## src/rtl/flying_logo.sv

```systemverilog
// Purpose : pixel source drawing a bordered square logo that bounces around the visible area.
// Latency : vga_data is registered, one clk after h_addr/v_addr; motion state moves on the frame_tick edge.
// Backpressure: none, free-running pixel stream that follows the scan addresses every clk.
//
// Ports:
//   clk, clrn        pixel clock, asynchronous active-low reset
//   en, mode         motion enable, speed select (0 paused, 1 /4, 2 /2, 3 every frame)
//   h_addr, v_addr   scan coordinates from the timing generator
//   vga_data         {R,G,B} pixel colour
//   pos_x, pos_y     logo top-left corner
//   bounce_cnt       wall-bounce event counter (wraps)
//   frame_tick       one-cycle pulse per detected frame start
module flying_logo #(
    parameter int          SIZE     = 64,
    parameter int          STEP     = 2,
    parameter int          H_ACTIVE = 640,
    parameter int          V_ACTIVE = 480,
    parameter logic [23:0] BG       = 24'h000000
) (
    input  logic        clk,
    input  logic        clrn,
    input  logic        en,
    input  logic [1:0]  mode,
    input  logic [9:0]  h_addr,
    input  logic [9:0]  v_addr,
    output logic [23:0] vga_data,
    output logic [9:0]  pos_x,
    output logic [9:0]  pos_y,
    output logic [7:0]  bounce_cnt,
    output logic        frame_tick
);

    localparam logic [10:0] XMAX = 11'(H_ACTIVE - SIZE);
    localparam logic [10:0] YMAX = 11'(V_ACTIVE - SIZE);
    localparam logic [10:0] STP  = 11'(STEP);
    localparam logic [10:0] SZ   = 11'(SIZE);
    localparam logic [10:0] HA   = 11'(H_ACTIVE);
    localparam logic [10:0] VA   = 11'(V_ACTIVE);
    localparam logic [10:0] BW   = 11'd4;

    logic [9:0]  r_prev_h;
    logic [9:0]  r_prev_v;
    logic [1:0]  r_div;
    logic [9:0]  r_pos_x;
    logic [9:0]  r_pos_y;
    logic        r_dx_neg;
    logic        r_dy_neg;
    logic [2:0]  r_idx;
    logic [7:0]  r_bcnt;
    logic        r_tick;
    logic [23:0] r_vga;

    // One axis step: returns {bounce, next_dir_neg, next_pos}. 11-bit math keeps
    // the wall test free of wrap-around.
    function automatic logic [11:0] f_axis(input logic [9:0] p, input logic neg,
                                           input logic [10:0] pmax);
        logic [10:0] ext;
        logic [10:0] nxt;
        ext = {1'b0, p};
        nxt = ext;
        if (!neg && ((ext + STP) > pmax)) begin
            nxt    = pmax;
            f_axis = {2'b11, nxt[9:0]};
        end else if (neg && (ext < STP)) begin
            f_axis = {2'b10, 10'd0};
        end else if (neg) begin
            nxt    = ext - STP;
            f_axis = {2'b01, nxt[9:0]};
        end else begin
            nxt    = ext + STP;
            f_axis = {2'b00, nxt[9:0]};
        end
    endfunction

    // Frame start: first cycle of (0,0) after any other pair, so a long hold
    // at the origin during blanking yields a single tick.
    logic w_at_org;
    logic w_prev_org;
    logic w_tick;
    assign w_at_org   = (h_addr == 10'd0) && (v_addr == 10'd0);
    assign w_prev_org = (r_prev_h == 10'd0) && (r_prev_v == 10'd0);
    assign w_tick     = w_at_org && !w_prev_org;

    logic w_rate;
    always_comb begin
        w_rate = 1'b0;
        case (mode)
            2'd3:    w_rate = 1'b1;
            2'd2:    w_rate = ~r_div[0];
            2'd1:    w_rate = (r_div == 2'd0);
            default: w_rate = 1'b0;
        endcase
    end

    logic        w_upd;
    logic [11:0] w_ax;
    logic [11:0] w_ay;
    logic        w_bnc;
    assign w_upd = w_tick && en && w_rate;
    assign w_ax  = f_axis(r_pos_x, r_dx_neg, XMAX);
    assign w_ay  = f_axis(r_pos_y, r_dy_neg, YMAX);
    assign w_bnc = w_ax[11] | w_ay[11];

    always_ff @(posedge clk or negedge clrn) begin
        if (!clrn) begin
            r_prev_h <= 10'h3FF;
            r_prev_v <= 10'h3FF;
            r_div    <= 2'd0;
            r_pos_x  <= 10'd0;
            r_pos_y  <= 10'd0;
            r_dx_neg <= 1'b0;
            r_dy_neg <= 1'b0;
            r_idx    <= 3'd0;
            r_bcnt   <= 8'd0;
            r_tick   <= 1'b0;
        end else begin
            r_prev_h <= h_addr;
            r_prev_v <= v_addr;
            r_tick   <= w_tick;
            if (w_tick && en) begin
                r_div <= r_div + 2'd1;
            end
            if (w_upd) begin
                r_pos_x  <= w_ax[9:0];
                r_dx_neg <= w_ax[10];
                r_pos_y  <= w_ay[9:0];
                r_dy_neg <= w_ay[10];
                // A corner hit bounces both axes but counts once.
                if (w_bnc) begin
                    r_idx  <= r_idx + 3'd1;
                    r_bcnt <= r_bcnt + 8'd1;
                end
            end
        end
    end

    // Render with the position that will be live after this edge, so the
    // origin pixel of a new frame already uses that frame's position.
    logic [9:0]  w_rx;
    logic [9:0]  w_ry;
    logic [2:0]  w_ridx;
    assign w_rx   = w_upd ? w_ax[9:0] : r_pos_x;
    assign w_ry   = w_upd ? w_ay[9:0] : r_pos_y;
    assign w_ridx = (w_upd && w_bnc) ? (r_idx + 3'd1) : r_idx;

    logic [10:0] w_h;
    logic [10:0] w_v;
    logic [10:0] w_x0;
    logic [10:0] w_x1;
    logic [10:0] w_y0;
    logic [10:0] w_y1;
    assign w_h  = {1'b0, h_addr};
    assign w_v  = {1'b0, v_addr};
    assign w_x0 = {1'b0, w_rx};
    assign w_x1 = w_x0 + SZ;
    assign w_y0 = {1'b0, w_ry};
    assign w_y1 = w_y0 + SZ;

    logic w_vis;
    logic w_in;
    logic w_brd;
    assign w_vis = (w_h < HA) && (w_v < VA);
    assign w_in  = (w_h >= w_x0) && (w_h < w_x1) && (w_v >= w_y0) && (w_v < w_y1);
    assign w_brd = (w_h < (w_x0 + BW)) || (w_h >= (w_x1 - BW)) ||
                   (w_v < (w_y0 + BW)) || (w_v >= (w_y1 - BW));

    logic [23:0] w_pal;
    always_comb begin
        w_pal = 24'hFF0000;
        case (w_ridx)
            3'd0:    w_pal = 24'hFF0000;
            3'd1:    w_pal = 24'h00FF00;
            3'd2:    w_pal = 24'h0000FF;
            3'd3:    w_pal = 24'hFFFF00;
            3'd4:    w_pal = 24'h00FFFF;
            3'd5:    w_pal = 24'hFF00FF;
            3'd6:    w_pal = 24'hFF8000;
            default: w_pal = 24'h8000FF;
        endcase
    end

    logic [23:0] w_pix;
    always_comb begin
        w_pix = BG;
        if (w_vis && w_in) begin
            w_pix = w_brd ? 24'hFFFFFF : w_pal;
        end
    end

    always_ff @(posedge clk or negedge clrn) begin
        if (!clrn) begin
            r_vga <= 24'h000000;
        end else begin
            r_vga <= w_pix;
        end
    end

    assign vga_data   = r_vga;
    assign pos_x      = r_pos_x;
    assign pos_y      = r_pos_y;
    assign bounce_cnt = r_bcnt;
    assign frame_tick = r_tick;

endmodule

```

## config.mk

```make
export PLATFORM = sky130hd
export DESIGN_NAME = flying_logo
export DESIGN_NICKNAME = d
export VERILOG_FILES = /design/src/rtl/flying_logo.sv
export SDC_FILE = /design/constraint.sdc
export NUM_CORES = 1
export LEC_CHECK = 0
export ABC_AREA = 0
export ABC_CLOCK_PERIOD_IN_PS = 5460
export CAP_MARGIN = 5
export CORE_ASPECT_RATIO = 1.5
export CORE_UTILIZATION = 28
export CTS_CLUSTER_DIAMETER = 200
export DETAILED_ROUTE_END_ITERATION = 10
export HOLD_SLACK_MARGIN = 0.03
export SLEW_MARGIN = 30
export SYNTH_ARGS = -nofsm -noshare
export SYNTH_HDL_FRONTEND = slang
export SYNTH_SLANG_ARGS = --single-unit
```

## constraint.sdc

```tcl
create_clock -name clk -period 5.46 [get_ports clk]
set_input_delay 0.819 -clock clk [delete_from_list [all_inputs] [get_ports clk]]
set_output_delay 0.819 -clock clk [all_outputs]
set_load 0.005 [all_outputs]
```

### After elaboration in Yosys (flattened, before gate mapping)

Cells that the tools add are included.

* flip-flop bits (word level): 80
* bits in latches: 0
* memory bits (writable): 0
* ROM bits: 0
* word-level logic and storage cells: 90
* memories: 0

* add/subtract/negate cells: 13
* $mul: 0
* divide/modulo/power cells: 0
* magnitude comparators: 14
* equality and inequality tests: 9
* shift operators: 0
* multiplexer cells: 13
* bitwise gates (word level): 2
* reduce and logical (&&, ||, !) cells: 28

Operator list (count)
* 24-bit case mux with 7 select lines: 1
* 12-bit 2-to-1 mux: 4
* 24-bit 2-to-1 mux: 2
* 10-bit by 11-bit < comparator with 1-bit output: 4
* 10-bit logical NOT: 4
* 10-bit by 2-bit adder with 11-bit output (second input constant): 2
* 10-bit by 3-bit adder with 11-bit output (second input constant): 2
* 10-bit by 7-bit adder with 11-bit output (second input constant): 2
* 10-bit by 11-bit >= comparator with 1-bit output: 2
* 11-bit 2-to-1 mux: 2
* 11-bit by 3-bit subtractor with 11-bit output (second input constant): 2
* 10-bit >= comparator: 2
* 10-bit by 2-bit < comparator with 1-bit output (second input constant): 2
* 10-bit 2-to-1 mux: 2
* 10-bit by 2-bit subtractor with 10-bit output (second input constant): 2
* 1-bit logical AND: 15
* 11-bit by 10-bit greater-than comparator with 1-bit output (second input constant): 1
* 11-bit by 9-bit greater-than comparator with 1-bit output (second input constant): 1
* 10-bit < comparator (second input constant): 1
* 10-bit by 9-bit < comparator with 1-bit output (second input constant): 1
* 3-bit == test (second input constant): 3
* 8-bit by 1-bit adder with 8-bit output (second input constant): 1
* 3-bit by 2-bit == test with 1-bit output (second input constant): 2
* 2-bit == test (second input constant): 2
* other kinds (13): 17

### Depth between registers and ports, before layout

* depth in word-level cells: 15
* gate-level depth with buffers: 25

### Worst setup path after synthesis

No wires, ideal clock.

* kind: input -> register
* start: input port h_addr[3]
* end: register r_vga[14], in the netlist vga_data[14]
* setup time: 0.083 ns
* data arrival time: 4.966 ns
* data required time: 5.377 ns
* setup slack: 0.411 ns
* cell stages on the path: 20
* path buffers: 1
* path through: or4_4 -> nor2_4 -> o2111ai_4 -> or2_1 -> buf_6 -> o21ai_1 -> ha_1 -> nor2b_1 -> or2_2 -> nand2_1 -> or4_1 -> xnor2_1 -> ha_1 -> o211ai_1 -> o21ai_0 -> o21ai_0 -> a31o_2 -> nor3b_1 -> nor4_4 -> a31oi_1

RTL lines
* from (decl): RTL line 24 `input logic [9:0] h_addr,`
* 10-bit logical NOT (*): RTL line 80 `assign w_at_org = (h_addr == 10'd0) && (v_addr == 10'd0);`
* 1-bit logical AND (*): RTL line 80
* 1-bit logical AND (*): RTL line 82 `assign w_tick = w_at_org && !w_prev_org;`
* 1-bit logical AND (*) (2 in a row): RTL line 99 `assign w_upd = w_tick && en && w_rate;`
* 10-bit 2-to-1 mux (*)
* named net w_ry[7]: RTL line 140 `logic [9:0] w_ry;`
* 10-bit by 7-bit adder with 11-bit output / 10-bit by 3-bit adder with 11-bit output (equally long branches): RTL line 157, 165
* 11-bit by 3-bit subtractor with 11-bit output / 10-bit by 11-bit < comparator with 1-bit output (equally long branches): RTL line 165 `(w_v < (w_y0 + BW)) || (w_v >= (w_y1 - BW));`
* 10-bit by 11-bit >= comparator with 1-bit output / 1-bit logical OR (equally long branches): RTL line 165, 164
* 1-bit logical OR: RTL line 165
* 24-bit 2-to-1 mux: RTL line 186 `w_pix = w_brd ? 24'hFFFFFF : w_pal;`
* 24-bit 2-to-1 mux (*): RTL line 185 `if (w_vis && w_in) begin`
* to (signal assigned): RTL line 194 `r_vga <= w_pix;`
* to (decl): RTL line 51 `logic [23:0] r_vga;`

The timed path passes the listed nets; every way through them passes the cells marked *.
A chain may end at the register's enable or synchronous reset.

### Final worst setup path

* start: input port h_addr[0]
* end: register r_vga[23], in the netlist vga_data[23]

RTL lines
* 10-bit logical NOT (*): RTL line 80
* 1-bit logical AND (*): RTL line 80
* 1-bit logical AND (*): RTL line 82
* 1-bit logical AND (*) (2 in a row): RTL line 99
* 10-bit 2-to-1 mux (*)
* named net w_ry[6]: RTL line 140
* 10-bit by 7-bit adder with 11-bit output / 10-bit by 3-bit adder with 11-bit output (equally long branches): RTL line 157, 165
* 11-bit by 3-bit subtractor with 11-bit output / 10-bit by 11-bit < comparator with 1-bit output (equally long branches): RTL line 165
* 10-bit by 11-bit >= comparator with 1-bit output / 1-bit logical OR (equally long branches): RTL line 165, 164
* 1-bit logical OR: RTL line 165
* 24-bit 2-to-1 mux: RTL line 186
* 24-bit 2-to-1 mux (*): RTL line 185
* named net w_pix[23]: RTL line 182 `logic [23:0] w_pix;`

Marked as above.

==> key figures <==
Placed design
  • Cell Area, Placed: 7120 µm²
  • PortBufs: 77
  • Placed cell count: 1009
  • Dpl hpwl: 13.6 mm
  • GPL Wtd Cong: 0.848

Drt
  • Post-DR vias/cell: 5.14
  • Post-route DRC: 0
  • Routed WL: 16.5 mm
  • Drt pass-1 iters: 4
  • Routed Antenna Nets: 0
  • Wirelength per Cell: 16.2 µm
  • DRT iter0 DRCs: 172
  • Vias: 5267

Pwr
  • Peak supply drop: 118 µV
  • Lkg Pwr: 3.08 nW
  • PD cells: 158 nW/µm²
  • Power Total: 1.17 mW

Floorplanning
  • Die width: 120 µm
  • Total core area: 20400 µm²
  • Die Area: 21400 µm²
  • Starting density of the core: 0.285
  • Die height: 179 µm
  • Top-level port count: 78
  • Cell Rows: 64

Finish
  • Area of the multi-input gates: 3830 µm²
  • Diode count: 0
  • Fillers: 2081
  • Post-route insts no fill: 1024
  • Total Nets Final: 854
  • Area growth, synth to finish: 28.0%
  • Reg area: 1550 µm²
  • End-of-flow core utilization: 0.365
  • Layout cells sized above 1: 0.182
  • Design area: 7440 µm²

Worst setup path
  • Crit-path cells: clkdlybuf4s50_1, or4_4, nor2_4, o2111ai_4, nor4_1, nand4_1, nand3_1, ha_1, nor2b_1, or2_2, nand2_1, or4_1, xnor2_1, ha_1, a21oi_1, o21ai_0, o21ai_1, a31o_2, nor3b_2, nor4_4, a31oi_1
  • Crit-path leading delay family: simple AND/OR/NAND/NOR gates
  • Critical-path top delay cell: or4_4
  • CP Buf/Inv Count: 1
  • Cell mode on critical path: ha_1
  • Crit path kind: input port to register
  • Launch point of the worst path: h_addr[0]
  • Critical-path maximum fanout: 5
  • R2r startpoint: pos_y[2]
  • Max stage delay on crit path: 0.57 ns
  • Worst Path Arrival: 5.37 ns
  • Endpoint type of the worst setup path: register
  • Worst EP required: 5.65 ns
  • Crit start category: input port

Logic synthesis
  • Post-synth top area share: 0.176
  • Distinct cells, synth: 85
  • Async set-reset flop share out of synthesis: 1.00
  • Cell area after synthesis: 5820 µm²
  • Syn Inst Count: 648
  • Synth Area in Compound Gates: 0.193
  • Area leader, netlist: dfrtp_1
  • Top post-synthesis cells by area: dfrtp_1, ha_1, dfstp_2, xnor2_1, buf_4
  • Flop and latch count out of synthesis: 61
  • Syn nets: 746
  • Register area share after synthesis: 0.267
  • Syn Area/Cell: 8.98 µm²
  • Xor/xnor share of the synthesized area: 0.0663
  • Mux contribution to synthesized area: 0.0202
  • Simple-gate area share of the yosys netlist: 0.219
  • EDFF count, synth: 0
  • Leading register cell type out of synthesis: dfrtp_1
  • Post-Synth Adder-Cell Area: 0.157
  • Yosys Warn Count: 0
  • Main combinational cell family by area after synthesis: simple AND/OR/NAND/NOR gates

Worst hold path
  • Hold_sp: bounce_cnt[7]
  • Worst hold path class: register to register

STA
  • Worst Tran Pin Value: 0.787 ns
  • TNS Setup: 0 ns
  • Unrepaired setup endpoints after global routing: no
  • Fin. max-slew vios: 0
  • Max frequency: 193 MHz
  • Fin crit share: 0.950
  • Final hold viol count: 0
  • Clk_skew: 0.00753 ns
  • Max-slew headroom: 0.475
  • Final min period: 5.18 ns
  • Final setup violating endpoints: 0

Run status
  • Status: finished clean

Clock network
  • Clock Root Buffer: clkbuf_16
  • Clock sinks: 61
  • CTS H-Tree Depth: 3
  • Latest clock arrival within the worst-skew pair: 0.33 ns
  • # Post-CTS Setup Buffers: 0
  • Inserted Clock Buffers: 9
  • Hold Buf Count CTS: 0
  • Clk pin slew, worst setup/hold paths: 0.05 ns
  • CTS tree: yes
  • Max clock buf depth: 2

GRT
  • Overall routing resource usage: 0.162
  • First-pass GRT wire length: 27.0 mm
  • Overflow after GRT: 0
  • Initial antenna violation count: 0
  • Largest net degree at the start of global routing: 62
  • Vias in the first global route: 5239

Job
  • Max_cap viols: 0
==> synth_stat cells (10+ instances only) <==
cell	number
nand2_1	37
nor4_1	16
nor2_1	32
nand4_1	15
dfrtp_1	41
inv_1	43
ha_1	73
a21oi_1	23
o21ai_0	30
o211ai_1	10
xnor2_1	37
buf_4	22
dfstp_2	20
nand3_1	18
clkbuf_1	10
o21a_1	16
a31oi_1	11
buf_2	10
nor3_1	21
==> layout make-up <==
type,count,share of cell area
clock buffer,14,0.0368
inverter,43,0.0217
timing repair buffer,143,0.169
multi-input combinational,498,0.515
clock inverter,1,0.00403
sequential,61,0.208
tap,264,0.0444
==> report_power, final <==
group / switching, mW / internal (mW) / total [mW]
clock network: 0.192 / 0.388 / 0.580
logic: 0.0641 / 0.0588 / 0.123
registers: 0.00302 / 0.467 / 0.470
total: 0.259 / 0.913 / 1.17
==> per-stage QoR <==
stage                     hold WS [ns]  setup slack [ns]
after floorplan                  0.465             0.411
after global placement           0.472            0.0496
after detailed placement         0.467           -0.0677
after CTS                        0.475             0.279
after global routing             0.495           0.00394
final                            0.467             0.275
==> sequential cells by signal, summed over array words and instances (netlist names), 2 cells and up <==
register    count
r_prev_h       10
pos_y          10
r_idx           3
r_prev_v       10
vga_data        5
bounce_cnt      8
pos_x          10
r_div           2
==> per-layer routing <==
layer	vias to the layer above	part of all wire	track usage
met3	39	0.028	0.0208
met5	-	0	0
met1	2515	0.40	0.176
li1	2595	-	-
met2	118	0.54	0.307
met4	0	0.032	0.0740
==> timing repair <==
item,4_1_cts,5_1_grt
endpoints found under the hold margin,0,0
endpoints found under the setup margin,0,5
resized for setup,0,6
==> final timing paths <==
check                      slack (ns)  cells past startpoint             to
min                              0.47                      1  bounce_cnt[7]
max in group asynchronous        4.28                      2       pos_x[3]
min reg2reg                      0.47                      1  bounce_cnt[7]
min in group asynchronous        0.63                      2  bounce_cnt[3]
max                              0.28                     21   vga_data[23]
max reg2reg                      0.46                     21   vga_data[23]
==> placed cells by master (no fill, tap or decap), types with 7 or more instances in the layout <==
cell and n:
nor2b_1 7, o211ai_1 10, nor3_1 20, dfstp_2 20, nor4_1 16, inv_1 43
o21a_1 16, xor2_1 7, clkbuf_16 9, nor2_1 32, nand2_1 37, clkdlybuf4s50_1 76
o21ai_0 29, a211oi_1 7, xnor2_1 37, a31oi_1 11, nand4_1 15, a21oi_1 23
dfrtp_1 41, buf_4 66, nand2b_1 7, ha_1 73, nand3_1 18
==> kinds of logic (layout without fill, tap and decap cells) <==
logic type,after synthesis,in the layout
XOR/XNOR,44,44
AND/OR/NAND/NOR,215,215
multiplexers,10,10
flip-flops,61,61
buffers and inverters,89,201
AO/OA/AOI/OAI,156,156
adder cells (fa/ha/maj),73,73
Power figures use the tool's default switching activity.
